===== config.mk =====
export PLATFORM = sky130hd
export DESIGN_NAME = regfile_wb_queue
export DESIGN_NICKNAME = d
export VERILOG_FILES = /design/src/rtl/regfile_wb_queue.sv
export SDC_FILE = /design/constraint.sdc
export NUM_CORES = 1
export LEC_CHECK = 0
export ABC_AREA = 0
export CAP_MARGIN = 40
export CORE_ASPECT_RATIO = 0.9
export CORE_UTILIZATION = 30
export CTS_BUF_LIST = sky130_fd_sc_hd__clkbuf_4
export DETAILED_ROUTE_END_ITERATION = 10
export DONT_BUFFER_PORTS = 1
export GPL_TIMING_DRIVEN = 0
export HOLD_SLACK_MARGIN = 0.02
export MAX_ROUTING_LAYER = met4
export SYNTH_ARGS = -nofsm -noshare
export SYNTH_HDL_FRONTEND = slang
export SYNTH_SLANG_ARGS = --single-unit

===== constraint.sdc =====
create_clock -name Clk -period 4.4 [get_ports Clk]
set_input_delay 0.88 -clock Clk [delete_from_list [all_inputs] [get_ports Clk]]
set_output_delay 0.88 -clock Clk [all_outputs]
set_load 0.1 [all_outputs]

===== src/rtl/regfile_wb_queue.sv =====
// Write-back queue in front of the register file: buffers (addr, data) requests,
// drains one per cycle into the write port and forwards the newest pending value.
module regfile_wb_queue #(
  parameter int DW    = 16,
  parameter int AW    = 3,
  parameter int DEPTH = 4
) (
  input  logic          Clk,
  input  logic          reset,
  input  logic          in_valid,
  input  logic [AW-1:0] in_addr,
  input  logic [DW-1:0] in_data,
  output logic          in_ready,
  input  logic          wr_stall,
  output logic          wr_en,
  output logic [AW-1:0] wr_addr,
  output logic [DW-1:0] wr_data,
  input  logic [AW-1:0] rs_addr,
  output logic          rs_hit,
  output logic [DW-1:0] rs_data,
  input  logic [AW-1:0] rt_addr,
  output logic          rt_hit,
  output logic [DW-1:0] rt_data,
  output logic [AW:0]   count
);

  localparam int PW = (DEPTH > 1) ? $clog2(DEPTH) : 1;
  localparam logic [AW:0] FULL = (AW+1)'(DEPTH);

  logic [AW-1:0]    q_addr [DEPTH];
  logic [DW-1:0]    q_data [DEPTH];
  logic [DEPTH-1:0] q_valid;
  logic [PW-1:0]    head;
  logic [PW-1:0]    tail;
  logic [AW:0]      cnt;
  logic             push;
  logic             pop;

  // Register 0 is hardwired zero, so its writes complete the handshake but are dropped.
  assign in_ready = ~reset & (cnt != FULL);
  assign push     = in_valid & in_ready & (in_addr != '0);
  assign pop      = ~reset & (cnt != '0) & ~wr_stall;

  assign wr_en   = pop;
  assign wr_addr = pop ? q_addr[head] : '0;
  assign wr_data = pop ? q_data[head] : '0;
  assign count   = cnt;

  always_ff @(posedge Clk or posedge reset) begin
    if (reset) begin
      head    <= '0;
      tail    <= '0;
      cnt     <= '0;
      q_valid <= '0;
      for (int i = 0; i < DEPTH; i++) begin
        q_addr[i] <= '0;
        q_data[i] <= '0;
      end
    end else begin
      if (push) begin
        q_addr[tail]  <= in_addr;
        q_data[tail]  <= in_data;
        q_valid[tail] <= 1'b1;
        tail          <= tail + PW'(1);
      end
      if (pop) begin
        q_valid[head] <= 1'b0;
        head          <= head + PW'(1);
      end
      if (push && !pop) begin
        cnt <= cnt + (AW+1)'(1);
      end else if (pop && !push) begin
        cnt <= cnt - (AW+1)'(1);
      end
    end
  end

  // Walk oldest to newest so the last match (closest to tail) wins.
  function automatic logic [DW:0] lookup(input logic [AW-1:0] a);
    logic [PW-1:0] idx;
    logic [DW:0]   r;
    r = '0;
    for (int i = 0; i < DEPTH; i++) begin
      idx = head + PW'(i);
      if (q_valid[idx] && (q_addr[idx] == a) && (a != '0)) begin
        r = {1'b1, q_data[idx]};
      end
    end
    return r;
  endfunction

  assign {rs_hit, rs_data} = lookup(rs_addr);
  assign {rt_hit, rt_data} = lookup(rt_addr);

endmodule


### Word-level counts from Yosys, hierarchy flattened

Cells that the tools add are included.

* add/subtract/negate cells: 6
* $lt $le $gt $ge: 13
* eq/ne operators: 9
* multiplexer cells: 56
* bitwise gates (word level): 15
* reductions and logical operators: 28

Operator list (number)
* two-way mux 16 bit: 10
* two-way mux 17 bit: 8
* binary-select mux 16 bit (select 2 bit): 4
* bitwise mux 64 bit: 1
* demux 16 bit (select 2 bit): 1
* two-way mux 3 bit: 10
* binary-select mux 3 bit (select 2 bit): 4
* equality test 3 bit: 8
* logical AND 1 bit: 21
* two-way mux 4 bit: 4
* >= comparator 3 bit (second input constant): 5
* less-than comparator 2 x 3 -> 1 bit (second input constant): 5
* NOT 2 -> 3 bit: 5
* bitwise mux 12 bit: 1
* nonzero test 3 bit: 3
* binary-select mux 1 bit (select 2 bit): 4
* demux 3 bit (select 2 bit): 1
* two-way mux 1 bit: 6
* bitwise AND 1 bit: 5
* adder 2 x 1 -> 2 bit (second input constant): 2
* adder 2 bit (second input constant): 2
* adder 4 x 1 -> 4 bit (second input constant): 1
* bitwise AND 4 bit: 1
* demux 1 bit (select 2 bit): 2
* other kinds (10): 13

* register bits after elaboration: 88
* output and inout bits: 59
* logic and storage cells: 139

### Longest topological paths before layout

Gate-level depths: netlist of run 1.

* depth in word-level cells: 11
* gate-level depth with buffers: 16
* gate-level depth less buffers: 11

### Worst setup path before layout of run 1

Ideal clock, no wire load.

* path kind: reg2out
* start: register head[1]
* end: output rt_data[1]
* arrival time: 4978 ps
* data required time: 3520 ps
* slack: -1458 ps
* cell stages (with the launch flop): 14
* buffers on the path: 6
* path through: dfrtp_1 buf_6 buf_2 buf_1 clkbuf_1 inv_1 ha_1 buf_2 mux4_2 xnor2_1 a311oi_4 buf_6 a221oi_1 o22ai_1

* word-level cells in the longest chain between the ends: 11

Ends and longest elaborated chain
* start: declaration: RTL line 33 `logic [PW-1:0] head;`
* start signal: assignment: RTL line 68 `head <= head + PW'(1);`
* adder 2 x 1 -> 2 bit or NOT 2 -> 3 bit (tied branches): RTL line 84, 85, 86
* NOT 2 -> 3 bit (implied by the code) or binary-select mux 3 bit (select 2 bit) (tied branches): RTL line 85, 86
* binary-select mux 3 bit (select 2 bit) or two-way mux 3 bit (tied branches): RTL line 85 `if (q_valid[idx] && (q_addr[idx] == a) && (a != '0)) begin`
* two-way mux 3 bit (implied by the code): RTL line 85
* two-way mux 3 bit (implied by the code) or equality test 3 bit (tied branches): RTL line 85
* equality test 3 bit or logical AND 1 bit (tied branches): RTL line 85
* logical AND 1 bit: RTL line 85
* logical AND 1 bit or two-way mux 17 bit (tied branches): RTL line 85
* two-way mux 17 bit (2 in series): RTL line 85
* two-way mux 17 bit *: RTL line 85
* end: declaration: RTL line 23 `output logic [DW-1:0] rt_data,`

Every way passes the cells marked *; elsewhere a longest branch is shown, timed or not. The select of a mux whose other input is x is not followed.

### Final worst setup path of run 1

* start: register head[0]
* end: output rs_data[2]

* word-level cells in the longest chain between the ends: 11

Ends and longest elaborated chain
* adder 2 x 1 -> 2 bit or NOT 2 -> 3 bit (tied branches): RTL line 84, 85, 86
* NOT 2 -> 3 bit (implied by the code) or binary-select mux 3 bit (select 2 bit) (tied branches): RTL line 85, 86
* binary-select mux 3 bit (select 2 bit) or two-way mux 3 bit (tied branches): RTL line 85
* two-way mux 3 bit (implied by the code): RTL line 85
* two-way mux 3 bit (implied by the code) or equality test 3 bit (tied branches): RTL line 85
* equality test 3 bit or logical AND 1 bit (tied branches): RTL line 85
* logical AND 1 bit: RTL line 85
* logical AND 1 bit or two-way mux 17 bit (tied branches): RTL line 85
* two-way mux 17 bit (2 in series): RTL line 85
* two-way mux 17 bit *: RTL line 85
* end: declaration: RTL line 20 `output logic [DW-1:0] rs_data,`

Marked as above.

==> flow_summary.json, run 1 <==
{
  "seq_area_frac_synth_pct": 30.3,
  "slew_headroom_pct": 42.3,
  "cpLargestDelayFamily": "compound AO/OA/AOI/OAI gates",
  "row_count": 53,
  "synth_top_area_share_pct": 30.3,
  "viasPerCell": 6.12,
  "clkLatencyLatePin_ns": 0.48,
  "crit_required_ns": 3.52,
  "ys_ff_latch": 88,
  "avgSynthCellArea_um2": 12.8,
  "synth_ff_type": "dfrtp_1",
  "cp_num_buf_inv": 5,
  "fin_crit_sh_pct": 102,
  "drt_pre_antenna_iters": 9,
  "ys_warn_count": 0,
  "finalClockSkew_ns": 0.0195,
  "critPathCapture": "rs_data[2]",
  "status": "finished, violations left",
  "initial_core_util_pct": 30.8,
  "cpMaxStageDelayCell": "o21ai_4",
  "r2r_slack_ns": 1.42,
  "first_global_vias": 6168,
  "die_area_mm2": 0.0249,
  "cts_buffers": 9,
  "drt_iter0_drc": 592,
  "antenna_found_initial": 1,
  "cts_tree": "yes",
  "synth_area_leaders": "dfrtp_1, mux4_2, mux2_2, o221a_2, ha_1",
  "r2r_end": "count[3]",
  "clkTransAtPathRegs_ns": 0.15,
  "finalCriticalPeriod_ns": 4.48,
  "finalSetupViolCount": 18,
  "fin_nets": 707,
  "synth_top_area_cell": "dfrtp_1",
  "worstMarginPinSlew_ns": 0.865,
  "cts_buffer_depth": 2,
  "cp-start-kind": "flip-flop",
  "area_growth_pct": 35.5,
  "synthTopCellsByCount": "dfrtp_1, mux2_2, mux4_2",
  "fp.coreArea_mm2": 0.0236,
  "cp.depth": 12,
  "ctsHoldBuffers": 0,
  "yosysMostFrequentCell": "dfrtp_1",
  "drive_gt1_share_pct": 59.8,
  "grt-ovfl-total": 0,
  "rsz0062_at_grt": "yes",
  "grt_pass1_wl_mm": 38.4,
  "drt-total-wl_mm": 24.6,
  "syn_area_mm2": 0.00728,
  "path_class": "reg2out",
  "via_count": 5944,
  "max_stage_delay_ns": 0.62,
  "hold_class": "in2async",
  "gp_congestion": 0.855,
  "synth_cells": 570,
  "place_ws_ns": -0.768,
  "crit_start": "head[0]",
  "drc_errors": 4,
  "ys_async_sr_fraction_pct": 100,
  "critPathMaxFanout": 8,
  "violations": "DRC, setup timing",
  "numPortBuffers": 0,
  "synth-edff-count": 0,
  "root_buffer": "clkbuf_4",
  "path_cells": "buf_6 > buf_12 > clkinvlp_4 > ha_4 > mux4_2 > xnor2_2 > o211a_1 > buf_6 > clkbuf_16 > o211a_1 > mux2i_2 > o21ai_4",
  "arrival_ns": 3.60,
  "fin_worst_hold_slack_ns": 0.260,
  "nFillCells": 2135,
  "fp.dieH_um": 150,
  "htreeDepth": 3,
  "post_drt_wl_per_cell_um": 25.3,
  "reg2reg_from": "count[0]",
  "max_freq_mhz": 223,
  "ant_nets": 0,
  "dieWidth_um": 166,
  "hpwl_mm": 17.0,
  "finalHoldViolations": 0,
  "synth_cell_types": 61,
  "setup_ws_ns": -0.0790,
  "io_pins": 88,
  "worstRegToRegCells": 13,
  "maxSlewViolCount": 0,
  "critPathCaptureType": "output pin",
  "grt_util_all_layers_pct": 20.9,
  "synth_nets": 611,
  "cts_sinks": 88,
  "cap_violations": 0,
  "grt_max_degree": 57
}
-- cell type report --
class                           count  area, um2  share of cell area, %
Clock buffer                        9       67.6                  0.685
Multi-Input combinational cell    409       5440                   55.2
Sequential cell                    88       2200                   22.3
Clock inverter                      5       58.8                  0.596
Inverter                           20       88.8                  0.901
Antenna cell                        1       2.50                 0.0254
Buffer                             50        425                   4.31
Tap cell                          302        378                   3.83
Timing Repair Buffer               88       1190                   12.1
-- flip-flops by register name, summed over array words and instances, names as in the netlist --
signal	flops
q_data	64
q_addr	12
count	4
q_valid	4
head	2
tail	2
-- what timing repair did --
item	4_1_cts	5_1_grt
resized for setup	116	26
pin swaps	45	33
endpoints found under the setup margin	34	34
setup buffers	33	19
cloned	2	0
-- through the flow --
stage / util (%) / cells / setup TNS (ns) / cell area, um2
finish: 41.8 / 972 / -0.460 / 9860
global route: 41.8 / 972 / -3.28 / 9860
CTS: 40.7 / 954 / -1.73 / 9620
detailed placement: 36.2 / 906 / -21.37 / 8550
global placement: 33.1 / 872 / -35.05 / 7810
floorplan: - / 570 / 0 / 7430
-- placed cells by master, fill, tap and decap left out, types with 12 or more instances in the layout --
cell type,n
inv_1,17
nor2_1,15
nand2_1,15
buf_16,19
buf_8,14
mux4_2,77
dfrtp_1,88
a221o_1,13
buf_6,21
and2_1,12
o221a_4,13
mux2_2,79
buf_4,51
-- metal layers --
metal	vias up	track usage, %	share of wire [%]
met5	-	-	0
met4	0	8.60	3.4
met3	56	4.23	9.1
met2	317	31.5	46
met1	3087	27.6	42
li1	2484	-	-
-- logic make-up after synthesis --
group,synth area share [%]
xor+xnor,2.97
flops,30.3
mux,39.1
buf+inv,5.40
compound gates,14.7
simple gates,5.40
fa+ha+maj,2.17
-- how the worst min path moves through the flow --
stage,start,to,cells after the start
after floorplan,q_addr[11],q_addr[11],1
after CTS,reset,q_addr[0],1
after detailed placement,q_data[32],q_data[32],1
after global placement,q_addr[8],q_addr[8],1
final,reset,q_addr[0],1
after global routing,reset,q_addr[0],1
Power of run 1 is left out: the tool's default activity adds up to more than one toggle a clock period on the data nets, which glitch-free logic cannot reach.
==> inputs of run 2 (changes only) <==
Settings changed: HOLD_SLACK_MARGIN 0.02 to default.
==> results of run 2 <==
Same layout as run 1: the final DEF is identical, and so are final timing and power.
Power of run 2 is left out for the same reason.
==> inputs of run 3 (changes only) <==
Settings changed: CTS_CLUSTER_DIAMETER from default to 50.
==> results of run 3 <==
Same layout as run 1: the final DEF is identical, and so are final timing and power.
Power of run 3 is left out for the same reason.
